==> src/rtl/exit_status_uart_reporter_pkg.sv <==
// exit_status_uart_reporter_pkg: shared state encoding, message constants and ASCII helpers for the exit reporter
package exit_report_pkg;
  localparam logic [2:0] IDLE  = 3'd0;
  localparam logic [2:0] START = 3'd1;
  localparam logic [2:0] DATA  = 3'd2;
  localparam logic [2:0] STOP  = 3'd3;
  localparam logic [2:0] NEXT  = 3'd4;
  localparam int unsigned MSG_LEN = 15;
  localparam logic [7:0] CH_E     = 8'h45;
  localparam logic [7:0] CH_X     = 8'h58;
  localparam logic [7:0] CH_I     = 8'h49;
  localparam logic [7:0] CH_T     = 8'h54;
  localparam logic [7:0] CH_COLON = 8'h3A;
  localparam logic [7:0] CH_CR    = 8'h0D;
  localparam logic [7:0] CH_LF    = 8'h0A;
  function automatic logic [7:0] nibble_to_ascii(input logic [3:0] n);
    return {4'h0, n} + (n > 4'd9 ? 8'h37 : 8'h30);
  endfunction
  // Message is "EXIT:" + 8 hex digits (MSB nibble first) + CR LF
  function automatic logic [7:0] msg_char(input logic [3:0] idx, input logic [31:0] v);
    logic [4:0] sh;
    sh = {3'(4'd12 - idx), 2'b00};
    case (idx)
      4'd0:    return CH_E;
      4'd1:    return CH_X;
      4'd2:    return CH_I;
      4'd3:    return CH_T;
      4'd4:    return CH_COLON;
      4'd13:   return CH_CR;
      4'd14:   return CH_LF;
      default: return nibble_to_ascii(v[sh +: 4]);
    endcase
  endfunction
endpackage

==> src/rtl/exit_status_uart_reporter_if.sv <==
// exit_status_uart_reporter_if: exit strobe/value inputs and UART/status outputs of the exit reporter
interface exit_status_uart_reporter_if;
  logic        exit_valid_i;
  logic [31:0] exit_value_i;
  logic        tx_o;
  logic        busy_o;
  logic        done_o;
  logic [31:0] latched_value_o;
  modport master (output exit_valid_i, exit_value_i, input tx_o, busy_o, done_o, latched_value_o);
  modport slave (input exit_valid_i, exit_value_i, output tx_o, busy_o, done_o, latched_value_o);
endinterface

==> src/rtl/exit_status_uart_reporter_uart_tx_byte.sv <==
// uart_tx_byte: 8N1 LSB-first byte serialiser; byte_ready is also high on the last stop-bit cycle so bytes can chain
module uart_tx_byte
  import exit_report_pkg::*;
#(
  parameter int unsigned BAUD_DIV = 16
) (
  input  logic       clk_gen,
  input  logic       rst_n,
  input  logic       byte_valid,
  input  logic [7:0] byte_data,
  output logic       byte_ready,
  output logic       tx_o
);
  localparam int BW = $clog2(BAUD_DIV);
  logic [2:0]    state_q, state_d;
  logic [BW-1:0] baud_q, baud_d;
  logic [2:0]    bit_q, bit_d;
  logic [7:0]    shift_q, shift_d;
  logic          bit_end;
  always_comb begin
    bit_end = baud_q == BW'(BAUD_DIV - 1);
    byte_ready = state_q == IDLE || (state_q == STOP && bit_end);
    tx_o = state_q == START ? 1'b0 : state_q == DATA ? shift_q[0] : 1'b1;
    baud_d = (state_q == IDLE || bit_end) ? '0 : baud_q + 1'b1;
    state_d = state_q;
    shift_d = shift_q;
    bit_d = bit_q;
    if (byte_valid && byte_ready) begin
      state_d = START;
      shift_d = byte_data;
    end else if (bit_end && state_q == START) begin
      state_d = DATA;
      bit_d = '0;
    end else if (bit_end && state_q == DATA) begin
      shift_d = shift_q >> 1;
      bit_d = bit_q + 1'b1;
      state_d = bit_q == 3'd7 ? STOP : DATA;
    end else if (bit_end && state_q == STOP) begin
      state_d = IDLE;
    end
  end
  always_ff @(posedge clk_gen or negedge rst_n) begin
    if (!rst_n) begin
      state_q <= IDLE;
      baud_q <= '0;
      bit_q <= '0;
      shift_q <= '0;
    end else begin
      state_q <= state_d;
      baud_q <= baud_d;
      bit_q <= bit_d;
      shift_q <= shift_d;
    end
  end
endmodule

==> src/rtl/exit_status_uart_reporter.sv <==
// exit_status_uart_reporter: on an exit_valid rising edge, latch the exit value and send "EXIT:XXXXXXXX\r\n" over UART.
// Define EXIT_REPORT_REPEAT_EN to re-send the latched value every REPEAT_PERIOD cycles while exit_valid stays high.
module exit_status_uart_reporter
  import exit_report_pkg::*;
#(
  parameter int unsigned CLK_FREQ_HZ   = 15000000,
  parameter int unsigned BAUD_RATE     = 115200,
  parameter int unsigned REPEAT_PERIOD = 15000000
) (
  input logic                         clk_gen,
  input logic                         rst_n,
  exit_status_uart_reporter_if.slave  bus
);
  localparam int unsigned BAUD_DIV = CLK_FREQ_HZ / BAUD_RATE;
  if (BAUD_DIV < 2 || REPEAT_PERIOD < 2) begin : g_bad_cfg
    $error("exit_status_uart_reporter: BAUD_DIV and REPEAT_PERIOD must be >= 2");
  end
  logic [2:0]  state_q, state_d;
  logic [3:0]  char_idx_q, char_idx_d;
  logic [31:0] latched_q, latched_d;
  logic        exit_valid_q;
  logic        edge_det, start_msg, rpt_fire, last_char, done;
  logic        byte_valid, byte_ready, tx;
  logic [7:0]  byte_data;
  // START here spans the serialiser's whole START/DATA/STOP frame for the current char
  always_comb begin
    edge_det = bus.exit_valid_i & ~exit_valid_q;
    last_char = char_idx_q == 4'(MSG_LEN - 1);
    done = state_q == NEXT && last_char;
    start_msg = state_q == IDLE && (edge_det || rpt_fire);
    byte_valid = start_msg || (state_q == NEXT && !last_char);
    state_d = state_q;
    char_idx_d = char_idx_q;
    latched_d = latched_q;
    if (start_msg) begin
      state_d = START;
      char_idx_d = '0;
      latched_d = edge_det ? bus.exit_value_i : latched_q;
    end else if (state_q == START && byte_ready) begin
      state_d = NEXT;
    end else if (state_q == NEXT) begin
      state_d = last_char ? IDLE : START;
      char_idx_d = last_char ? char_idx_q : char_idx_q + 4'd1;
    end
    byte_data = msg_char(char_idx_d, latched_d);
  end
  always_ff @(posedge clk_gen or negedge rst_n) begin
    if (!rst_n) begin
      state_q <= IDLE;
      char_idx_q <= '0;
      latched_q <= '0;
      exit_valid_q <= 1'b0;
    end else begin
      state_q <= state_d;
      char_idx_q <= char_idx_d;
      latched_q <= latched_d;
      exit_valid_q <= bus.exit_valid_i;
    end
  end
`ifdef EXIT_REPORT_REPEAT_EN
  localparam int RW = $clog2(REPEAT_PERIOD + 1);
  logic          rpt_on_q, rpt_on_d;
  logic [RW-1:0] rpt_cnt_q, rpt_cnt_d;
  assign rpt_fire = rpt_on_q && bus.exit_valid_i && state_q == IDLE && rpt_cnt_q == RW'(REPEAT_PERIOD - 1);
  // The done cycle counts as period cycle 0, so the re-send starts REPEAT_PERIOD cycles after done_o
  always_comb begin
    rpt_on_d = rpt_on_q;
    rpt_cnt_d = rpt_cnt_q;
    if (!bus.exit_valid_i || start_msg) begin
      rpt_on_d = 1'b0;
      rpt_cnt_d = '0;
    end else if (done) begin
      rpt_on_d = 1'b1;
      rpt_cnt_d = RW'(1);
    end else if (rpt_on_q) begin
      rpt_cnt_d = rpt_cnt_q + 1'b1;
    end
  end
  always_ff @(posedge clk_gen or negedge rst_n) begin
    if (!rst_n) begin
      rpt_on_q <= 1'b0;
      rpt_cnt_q <= '0;
    end else begin
      rpt_on_q <= rpt_on_d;
      rpt_cnt_q <= rpt_cnt_d;
    end
  end
`else
  assign rpt_fire = 1'b0;
`endif
  uart_tx_byte #(.BAUD_DIV(BAUD_DIV)) u_tx (
    .clk_gen    (clk_gen),
    .rst_n      (rst_n),
    .byte_valid (byte_valid),
    .byte_data  (byte_data),
    .byte_ready (byte_ready),
    .tx_o       (tx)
  );
  assign bus.tx_o = tx;
  assign bus.busy_o = state_q == START || (state_q == NEXT && !last_char);
  assign bus.done_o = done;
  assign bus.latched_value_o = latched_q;
endmodule

==> src/flat_wrapper.sv <==
// flat-port wrapper written by rule: the top's interface ports become plain ports
module exit_status_uart_reporter_flat import exit_report_pkg::*;
#(
  parameter int unsigned CLK_FREQ_HZ   = 15000000,
  parameter int unsigned BAUD_RATE     = 115200,
  parameter int unsigned REPEAT_PERIOD = 15000000
)
  (clk_gen, rst_n, bus_exit_valid_i, bus_exit_value_i, bus_tx_o, bus_busy_o, bus_done_o, bus_latched_value_o);
  exit_status_uart_reporter_if bus_i ();
  input logic clk_gen;
  input logic rst_n;
  input wire logic [$bits(bus_i.exit_valid_i)-1:0] bus_exit_valid_i;
  input wire logic [$bits(bus_i.exit_value_i)-1:0] bus_exit_value_i;
  output wire logic [$bits(bus_i.tx_o)-1:0] bus_tx_o;
  output wire logic [$bits(bus_i.busy_o)-1:0] bus_busy_o;
  output wire logic [$bits(bus_i.done_o)-1:0] bus_done_o;
  output wire logic [$bits(bus_i.latched_value_o)-1:0] bus_latched_value_o;
  assign bus_i.exit_valid_i = bus_exit_valid_i;
  assign bus_i.exit_value_i = bus_exit_value_i;
  assign bus_tx_o = bus_i.tx_o;
  assign bus_busy_o = bus_i.busy_o;
  assign bus_done_o = bus_i.done_o;
  assign bus_latched_value_o = bus_i.latched_value_o;
  exit_status_uart_reporter #(.CLK_FREQ_HZ(CLK_FREQ_HZ), .BAUD_RATE(BAUD_RATE), .REPEAT_PERIOD(REPEAT_PERIOD)) u_core (.clk_gen(clk_gen), .rst_n(rst_n), .bus(bus_i));
endmodule
==> config.mk <==
export PLATFORM = sky130hd
export DESIGN_NAME = exit_status_uart_reporter_flat
export DESIGN_NICKNAME = d
export VERILOG_FILES = /design/src/rtl/exit_status_uart_reporter_pkg.sv /design/src/rtl/exit_status_uart_reporter_if.sv /design/src/rtl/exit_status_uart_reporter_uart_tx_byte.sv /design/src/rtl/exit_status_uart_reporter.sv /design/src/flat_wrapper.sv
export SDC_FILE = /design/constraint.sdc
export NUM_CORES = 1
export LEC_CHECK = 0
export CORE_MARGIN = 2
export CORE_UTILIZATION = 30
export CTS_CLUSTER_SIZE = 40
export DETAILED_ROUTE_END_ITERATION = 8
export SYNTH_ARGS = -nofsm -noshare
export SYNTH_HDL_FRONTEND = slang
export SYNTH_HIERARCHICAL = 1
export SYNTH_SLANG_ARGS = --single-unit
export TNS_END_PERCENT = 50
==> constraint.sdc <==
create_clock -name clk_gen -period 8.2 [get_ports clk_gen]
set_input_delay 0.82 -clock clk_gen [delete_from_list [all_inputs] [get_ports clk_gen]]
set_output_delay 0.82 -clock clk_gen [all_outputs]
set_load 0.01 [all_outputs]
==> results.md <==
* Worst reg2reg startpoint: u_core/char_idx_q[0]
* Worst stage delay on the critical path at 0.81 ns
* Routed Antenna Nets at 0
* Pre-CTS WS at 1.54 ns
* Cells on Worst Hold Path at 2
* Ant. Diodes at 0
* Clk buf depth at 2
* Post-synth top area share at 0.404
* Main synth FF type: dfrtp_1
* WL per Instance at 13.9 um
* Core Area at between 10,000 and 15,000 um^2
* Cell area after placement at ~4500 um^2
* Post-route setup slack at about 1.7 ns
* Setup crit end kind: flop
* Detailed Place HPWL at 6120 um
* Slowest library cell on the worst path: a2111oi_2
* Starting Density at 0.308
* Crit-path leading delay family: compound AO/OA/AOI/OAI gates
* Top area cells in the synthesized netlist: dfrtp_1, mux2i_1, nand2_1, o21ai_0, ha_1
* CTS buffer count at 9
* Final Util at 0.403
* # resized after CTS at 0
* Post-layout min period at 6.50 ns
* Status: complete, no violations
* Final setup TNS at 0 ns
* Die H at 115 um
* Non-filler cells, final at ~640
* Post-synth cell types at 64
* Post-synth EDFFs at 0
* TritonCTS clock tree: yes
* Hold_buf cts at 0
* Cell taking the most area after synthesis: dfrtp_1
* Hold Path Class: reg2reg
* DRT Pass-1 Iters at 4
* Critical path class: reg2reg
* # setup viols final at 0
* Max-slew violation count at 0
* Site Rows at 40
* First-pass GRT wire length at 15,200 um
* Tot GR Track Use at 0.143
* GP Congestion at just under 0.8
* Reg2reg path depth at 23
* Worst-path clk slew at 0.06 ns
* Worst Path Required at 8.44 ns
* Area grow syn2layout at 30.8%
* Clock sinks at 60
* Avg Cell Area, Syn at 9.26 um^2
* Share of layout cells above drive strength 1 at 0.0917
* Largest net degree at the start of global routing at 61
* Most common cell in the netlist: nand2_1
* Most frequent CP cell: inv_1
* Hold Path Origin: u_core/bus.latched_value_o[19]
* Synth Instances at 401
* Crit Path Max Fanout at 10
* Least-Margin Pin Slew at 1.00 ns
* I/O Buffers at 69
* Crit path buf inv count at 4
* H-tree levels at 3
* Register area share after synthesis at 0.404
* Critical path data arrival time at 6.74 ns
* Max-slew headroom at 0.331
* Pleak at 2.25 nW
* Highest clock rate at approximately 150 MHz
* Peak supply drop at between 80 and 90 uV
* Startpoint types: flop
* Ys Warns at 6
* Gr ovfl total at 0
* Via density per instance at 4.85
* Synthesized area at 3710 um^2
* Num ports at 70
* Crit Reg-Reg Endpoint: u_core/u_tx/shift_q[2]
* Initial antenna violation count at 0
* Period utilization at 0.793
* Post-CTS Setup Inserts at 0
* Final hold viol count at 0
* Die W at 115 um
* Most frequent cells after synthesis: nand2_1, dfrtp_1, inv_1
* Worst path cell trace: inv_1, ha_1, nand3_1, a2111oi_2, nor2_2, inv_1, ha_1, inv_1, nand3_1, and2_1, mux4_2, o211ai_1, inv_1, o21a_1, ha_1, fa_1, or4bb_1, o211a_1, nand3_2, and3b_1, o22ai_1, o21ai_0, o21ai_0
* Maxcap violations at 0
* DRC viols at 0
* PwrDens at 164 nW/um^2
* RSZ-0062 raised after global routing: false
* Mapped Nets at 449
* DP Cell Count at 621
* Worst-skew pair later-pin latency at about 0.33 ns
* Worst reg2reg setup slack at between 1.5 and 2 ns
* Root buffer cell: clkbuf_16
* Die area at 13,300 um^2
* Fin area at about 4900 um^2
* Drt total wl at 8840 um
* Final Skew at 0.0118 ns
* Number of global-route vias before repair at 3,118
* FFs w/ async S/R, synth at 1.00
* DR iter-0 viols at 207
* Nets at 512
* Hold EP: u_core/bus.latched_value_o[19]
* Yosys reg bits at 60
* Vias at 3,087
## final cells by class
type / count / area, um^2
clock inverter: 7 / 98.8
tap: 168 / 210
clock buffer: 9 / 225
fill: 1199 / 7210
sequential: 60 / 1500
timing repair buffer: 72 / 708
inverter: 34 / 128
multi-input combinational: 287 / 1980
## through the flow
step | hold slack [ns] | power, mW
6_report | 0.509 | 0.798
5_1_grt | 0.541 | 0.830
2_1_floorplan | 0.482 | 0.340
3_3_place_gp | 0.497 | 0.386
3_5_place_dp | 0.492 | 0.387
4_1_cts | 0.509 | 0.809
## cells by family after synthesis
kind of cell    count (synthesis)  synth area share
xor+xnor                        8            0.0189
flops                          60             0.404
simple gates                  155             0.222
fa+ha+maj                      13            0.0458
other cells                     1           0.00101
compound gates                 73             0.130
buf+inv                        54            0.0630
mux                            37             0.115
## cell usage in the layout, fill, tap and decap left out, types with 3 or more instances in the layout
cell,n
a21oi_1,7
a22oi_1,3
and2_1,3
and3_1,4
and3b_1,8
buf_4,3
clkbuf_16,9
clkdlybuf4s50_1,68
dfrtp_1,60
ha_1,12
inv_1,33
mux2_2,5
mux2i_1,28
mux4_2,4
nand2_1,63
nand2b_1,3
nand3_1,8
nor2_1,23
nor2b_1,9
nor3_1,4
nor3b_1,9
o211ai_1,4
o21ai_0,31
o22ai_1,7
o2bb2ai_1,3
or2_2,3
xnor2_1,3
xor2_1,5
## worst min-delay path, delay by kind of cell (launching register included)
kind | cells | cell delay, ns
buffers and inverters | 1 | 0.05
DFF | 1 | 0.34
muxes | 1 | 0.09
## power breakdown
part	switching (mW)	internal, mW	leakage, nW
Clock	0.149	0.268	0.156
Combinational	0.0308	0.0398	1.37
Sequential	0.00581	0.305	0.732
Total	0.186	0.612	2.25
## how the worst max path moves through the flow
stage	start	endpoint	slack, ns	cells past startpoint
after floorplan	bus_exit_valid_i	u_core/u_tx/shift_q[2]	2.09	25
after global placement	bus_exit_valid_i	u_core/u_tx/shift_q[2]	1.82	22
after detailed placement	bus_exit_valid_i	u_core/u_tx/shift_q[2]	1.54	22
after CTS	u_core/char_idx_q[0]	u_core/u_tx/shift_q[2]	1.75	23
after global routing	u_core/char_idx_q[0]	u_core/u_tx/shift_q[2]	1.19	23
final	u_core/char_idx_q[0]	u_core/u_tx/shift_q[2]	1.70	23
## per-layer routing
layer | track usage | routed length, um | up-vias
met5 | 0 | 0 | -
met4 | 0.0466 | 76 | 0
met3 | 0.0380 | 427 | 6
met2 | 0.231 | 4300 | 82
met1 | 0.189 | 4030 | 1474
li1 | - | - | 1525
## state kept, by name, summed over array words and instances (netlist names)
name / cells
u_core/u_tx/bit_q: 3
u_core/u_tx/shift_q: 8
u_core/exit_valid_q: 1
u_core/bus.latched_value_o: 32
u_core/u_tx/baud_q: 8
u_core/u_tx/state_q: 2
u_core/state_q: 2
u_core/char_idx_q: 4
No activity file was read; power rests on OpenSTA's default activity.
